## config.mk

```make
export PLATFORM = sky130hd
export DESIGN_NAME = carry_save_resolver
export DESIGN_NICKNAME = d
export VERILOG_FILES = /design/src/rtl/carry_save_resolver.sv
export SDC_FILE = /design/constraint.sdc
export NUM_CORES = 1
export LEC_CHECK = 0
export ABC_AREA = 1
export CORE_MARGIN = 3
export CORE_UTILIZATION = 50
export CTS_BUF_LIST = sky130_fd_sc_hd__clkbuf_8 sky130_fd_sc_hd__clkbuf_16
export CTS_CLUSTER_DIAMETER = 80
export DETAILED_ROUTE_END_ITERATION = 6
export HOLD_SLACK_MARGIN = 0.1
export PLACE_DENSITY = 0.79
export SYNTH_ARGS = -nofsm -noshare
export SYNTH_HDL_FRONTEND = slang
export SYNTH_SLANG_ARGS = --single-unit
```

## constraint.sdc

```tcl
create_clock -name clk -period 19.51 [get_ports clk]
set_input_delay 2.9265 -clock clk [delete_from_list [all_inputs] [get_ports clk]]
set_output_delay 2.9265 -clock clk [all_outputs]
set_load 0.01 [all_outputs]
```

## src/rtl/carry_save_resolver.sv

```systemverilog
// carry_save_resolver: resolves a carry-save pair (C, S) into C+S, SEG_LEN bits per cycle, with a valid/ready handshake on each side
module carry_save_resolver #(
  parameter int BIT_LEN = 64,
  parameter int SEG_LEN = 16
) (
  input  logic               clk,
  input  logic               rst,
  input  logic               in_valid,
  output logic               in_ready,
  input  logic [BIT_LEN-1:0] in_C,
  input  logic [BIT_LEN-1:0] in_S,
  output logic               out_valid,
  input  logic               out_ready,
  output logic [BIT_LEN-1:0] out_sum,
  output logic               out_carry
);
  localparam int NUM_SEGS = (BIT_LEN + SEG_LEN - 1) / SEG_LEN;
  localparam int PAD = NUM_SEGS * SEG_LEN;
  localparam int TOP_W = BIT_LEN - (NUM_SEGS - 1) * SEG_LEN;
  localparam int IW = NUM_SEGS > 1 ? $clog2(NUM_SEGS) : 1;
  if (SEG_LEN < 1 || SEG_LEN > BIT_LEN) begin : g_bad_seg
    $error("SEG_LEN must be in 1..BIT_LEN");
  end
  typedef enum logic [1:0] {IDLE, ADD, DONE} state_t;
  state_t state_q, state_d;
  logic [PAD-1:0] c_q, c_d, s_q, s_d, sum_q, sum_d;
  logic [IW-1:0] seg_q, seg_d;
  logic carry_q, carry_d, out_carry_q, out_carry_d;
  logic accept, add, last;
  logic [SEG_LEN:0] seg_sum;
  assign accept = state_q == IDLE && in_valid;
  assign add = state_q == ADD;
  assign last = seg_q == IW'(NUM_SEGS - 1);
  assign seg_sum = {1'b0, c_q[seg_q*SEG_LEN +: SEG_LEN]} + {1'b0, s_q[seg_q*SEG_LEN +: SEG_LEN]}
                 + {{SEG_LEN{1'b0}}, carry_q};
  always_comb begin
    state_d = accept ? ADD : (add && last) ? DONE : (state_q == DONE && out_ready) ? IDLE : state_q;
    c_d = accept ? PAD'(in_C) : c_q;
    s_d = accept ? PAD'(in_S) : s_q;
    seg_d = accept ? '0 : add ? seg_q + IW'(1) : seg_q;
    carry_d = accept ? 1'b0 : add ? seg_sum[SEG_LEN] : carry_q;
    out_carry_d = (add && last) ? seg_sum[TOP_W] : out_carry_q;
    sum_d = sum_q;
    if (add) sum_d[seg_q*SEG_LEN +: SEG_LEN] = seg_sum[SEG_LEN-1:0];
  end
  always_ff @(posedge clk or posedge rst) begin
    if (rst) begin
      state_q <= IDLE;
      c_q <= '0;
      s_q <= '0;
      sum_q <= '0;
      seg_q <= '0;
      carry_q <= 1'b0;
      out_carry_q <= 1'b0;
    end else begin
      state_q <= state_d;
      c_q <= c_d;
      s_q <= s_d;
      sum_q <= sum_d;
      seg_q <= seg_d;
      carry_q <= carry_d;
      out_carry_q <= out_carry_d;
    end
  end
  assign in_ready = state_q == IDLE;
  assign out_valid = state_q == DONE;
  assign out_sum = sum_q[BIT_LEN-1:0];
  assign out_carry = out_carry_q;
endmodule
```

==> impl_results.md <==
* Clock Tree Root: clkbuf_16
* DRT met1 WL at 11.4 mm
* YS warnings at 0
* Reg2Reg Depth at 16
* Min Tclk post-route at 4.64 ns
* Die X at 143 um
* Metal3 WL at 1.78 mm
* Detailed Routing Iterations Pass 1 at 5
* FF-to-FF End: out_sum[24]
* Sw Ratio at 21.7%
* Post-Synthesis Cells at 1210
* Pint at 0.000631 W
* Fin Clk Skew at 0.0132 ns
* DRC viols at 0
* DRT Wirelength at 26.1 mm
* CTS tree: built
* Max Root-Sink Buffers at 2
* Worst Setup EP: s_q[44]
* CP dominant cell by count: nand2_1
* Top Layer Used: met4
* HP Start: c_q[20]
* Hold_buf cts at 0
* Net Count, Synth at 1364
* Worst-path maximum fanout at 84
* Peak VDD IR at 0.0652 mV
* Filler cells at 1584
* Sequential share of power at 50.9%
* Setup violations, final at 0
* Avg Cell Area, Syn at 7.79 sq um
* Critical path class: input pin to flip-flop
* Slew HR at 27.2%
* Port Buffers at 198
* # H-tree levels at 4
* CTS clk-pin slew, worst paths at 0.07 ns
* Switching power at 0.000175 W
* Starting Density at 51.6%
* Clock network fraction of total power at 44.6%
* Site row count at 49
* Run status: finished clean
* Lkg Pwr at 6.41 nW
* Initial drt markers at 801
* WL/cell at 16.2 um
* Sequential element share of the synthesized area at 52.5%
* First-pass GRT wire length at 42.3 mm
* Post-CTS Setup Bufs at 0
* Cell taking the most area after synthesis: dfrtp_1
* Synthesized area at 0.00943 sq mm
* Combinational share of power at 4.5%
* Yosys cell types at 29
* Final Wtd Congestion at 0.844
* Routed Antenna Nets at 0
* RSZ-0062 raised after global routing: false
* Worst skew pair latency at 0.44 ns
* # IOs at 199
* Slowest CP cell: buf_4
* Critical path launch point type: input pin
* Die area at 0.0205 sq mm
* Layout cells sized above 1 at 3.83%
* TritonCTS Buffers at 17
* PwrDens at 66.6 mW/mm^2
* Die height at 143 um
* Synth top area share at 52.5%
* Total global routing overflow at 0
* R2r setup slk at 15.87 ns
* Core area at 0.0183 sq mm
* CP Cell Sequence: clkdlybuf4s50_1 -> nand2_4 -> inv_4 -> buf_4 -> nand2_1 -> nand2_1
* MaxCap Viol Count at 0
* Area grow syn2layout at 28.3%
* Final hold slack at 0.477 ns
* CTS Sinks at 198
* Crit path from: in_valid
* R2r startpoint: seg_q[1]
* Synth Register Bits at 198
* Required time worst endpoint at 19.88 ns
* Pins over their slew limit at 0
* Global-route usage over all layers at 26.0%
* Final count of hold timing violations at 0
* WL met2 at 12.3 mm
* N_diodes at 0
* Crit path DAT at 5.01 ns
* Largest net degree at the start of global routing at 125
* Post-DP HPWL at 17.8 mm
* NumNets Final at 1526
* Final period util at 23.8%
* Top cells by area, synth: dfrtp_1, nand2_1, o21ai_0, nor2_1, ha_1
* Crit-path max cell delay at 0.71 ns
* Initial antenna violation count at 0
* Vias in the first global route at 8388
* Nature of the critical path endpoint: flip-flop
* Vias per cell at 5.40
* Setup_tns at 0 ns
* Max Freq at 0.215 GHz
* Vias at 8715
* Hold crit path type: flip-flop to flip-flop
* PostCTS Resize Cnt at 0
* Worst-Margin Slew at 1.09 ns
-- registers in the layout, summed over array words and instances (netlist names) --
signal	cells
s_q	64
c_q	64
carry_q	1
out_sum	64
seg_q	2
state_q	2
out_carry	1
-- placed cells by master (no fill, tap or decap), types with 2 or more instances in the layout --
master,count
clkbuf_16,17
o21ai_0,101
o22ai_1,32
buf_4,7
inv_2,2
a21oi_1,10
clkinv_4,2
xor2_1,6
nand2_1,578
bufinv_16,2
nor2_4,3
nand4_1,15
nor2_1,84
a22o_1,6
clkbuf_8,2
fa_1,2
dfrtp_1,197
inv_8,2
ha_1,20
nand3b_1,2
nand3_1,25
clkdlybuf4s50_1,198
nor3_1,3
nand2_2,2
inv_1,48
or2_2,2
inv_6,4
clkinv_2,2
-- through the flow --
| stage | power (W) | instance area (sq um) | cells | utilization, % | setup WS [ns] |
|---|---|---|---|---|---|
| 2_1_floorplan | 0.000424 | 9430 | 1210 | - | 11.19 |
| 3_5_place_dp | 0.000455 | 11500 | 1582 | 63.0 | 14.38 |
| 4_1_cts | 0.000808 | 12100 | 1613 | 66.2 | 14.85 |
| 3_3_place_gp | 0.000455 | 11500 | 1582 | 63.0 | 14.41 |
| 5_1_grt | 0.000828 | 12100 | 1613 | 66.2 | 14.57 |
| 6_report | 0.000806 | 12100 | 1613 | 66.2 | 14.87 |
-- worst min-delay path by stage --
stage,slack [ns],cells after the start,end
4_1_cts,0.48,2,c_q[44]
5_1_grt,0.49,2,c_q[42]
3_3_place_gp,0.46,2,c_q[24]
3_5_place_dp,0.46,2,c_q[44]
6_report,0.48,2,c_q[20]
2_1_floorplan,0.44,2,c_q[32]
-- cells in the mapped netlist --
master      n
o21ai_1     1
nor2_4      3
o31ai_1     1
xor2_1      6
nand2_2     2
o22ai_1    32
nor3_4      1
or2_2       2
inv_2       1
clkbuf_1   34
and2_1      1
xnor2_1     1
ha_1       20
nand3b_1    2
nand3_1    25
a21oi_1    10
a22o_1      6
buf_2      23
nor4_4      1
nand4_1    15
nor3_1      3
buf_4       2
o21ai_0   101
inv_1      51
nand2_1   579
fa_1        2
nor2_1     84
buf_1       3
dfrtp_1   198
-- logic make-up (layout without fill, tap and decap cells) --
| family | after synthesis | in the layout | share of synthesized area (%) |
|---|---|---|---|
| buffers and inverters | 114 | 288 | 4.92 |
| xor gates and xnor gates | 7 | 7 | 0.650 |
| DFF | 198 | 198 | 52.5 |
| and+or+nand+nor | 718 | 718 | 30.1 |
| adders and majority gates | 22 | 22 | 3.08 |
| AOI/OAI and AO/OA | 151 | 151 | 8.70 |
-- power groups by stage --
stage	combinational [W]	sequential, W	clock, W
6_report	0.0000361	0.000410	0.000359
5_1_grt	0.0000390	0.000410	0.000379
4_1_cts	0.0000368	0.000410	0.000361
3_5_place_dp	0.0000368	0.000418	0
3_3_place_gp	0.0000372	0.000418	0
2_1_floorplan	0.00000594	0.000418	0
-- cell type report --
type / count / area [sq um] / area share, %
Clock inverter: 12 / 141 / 1.17
Multi-Input combinational cell: 898 / 4020 / 33.2
Tap cell: 229 / 287 / 2.37
Clock buffer: 19 / 453 / 3.74
Sequential cell: 198 / 4960 / 41.0
Inverter: 52 / 205 / 1.70
Timing Repair Buffer: 205 / 2030 / 16.8
-- worst max-delay path: cells and delay by family --
family | cells | cell delay [ns]
buf+inv | 3 | 1.58
simple gates | 3 | 0.43
-- routing by layer --
metal,vias to the layer above,track usage (%)
li1,4157,-
met1,4105,36.4
met2,404,42.0
met3,49,4.13
met4,0,8.62
met5,-,0
Note: power is estimated with default switching activity, not from simulation.
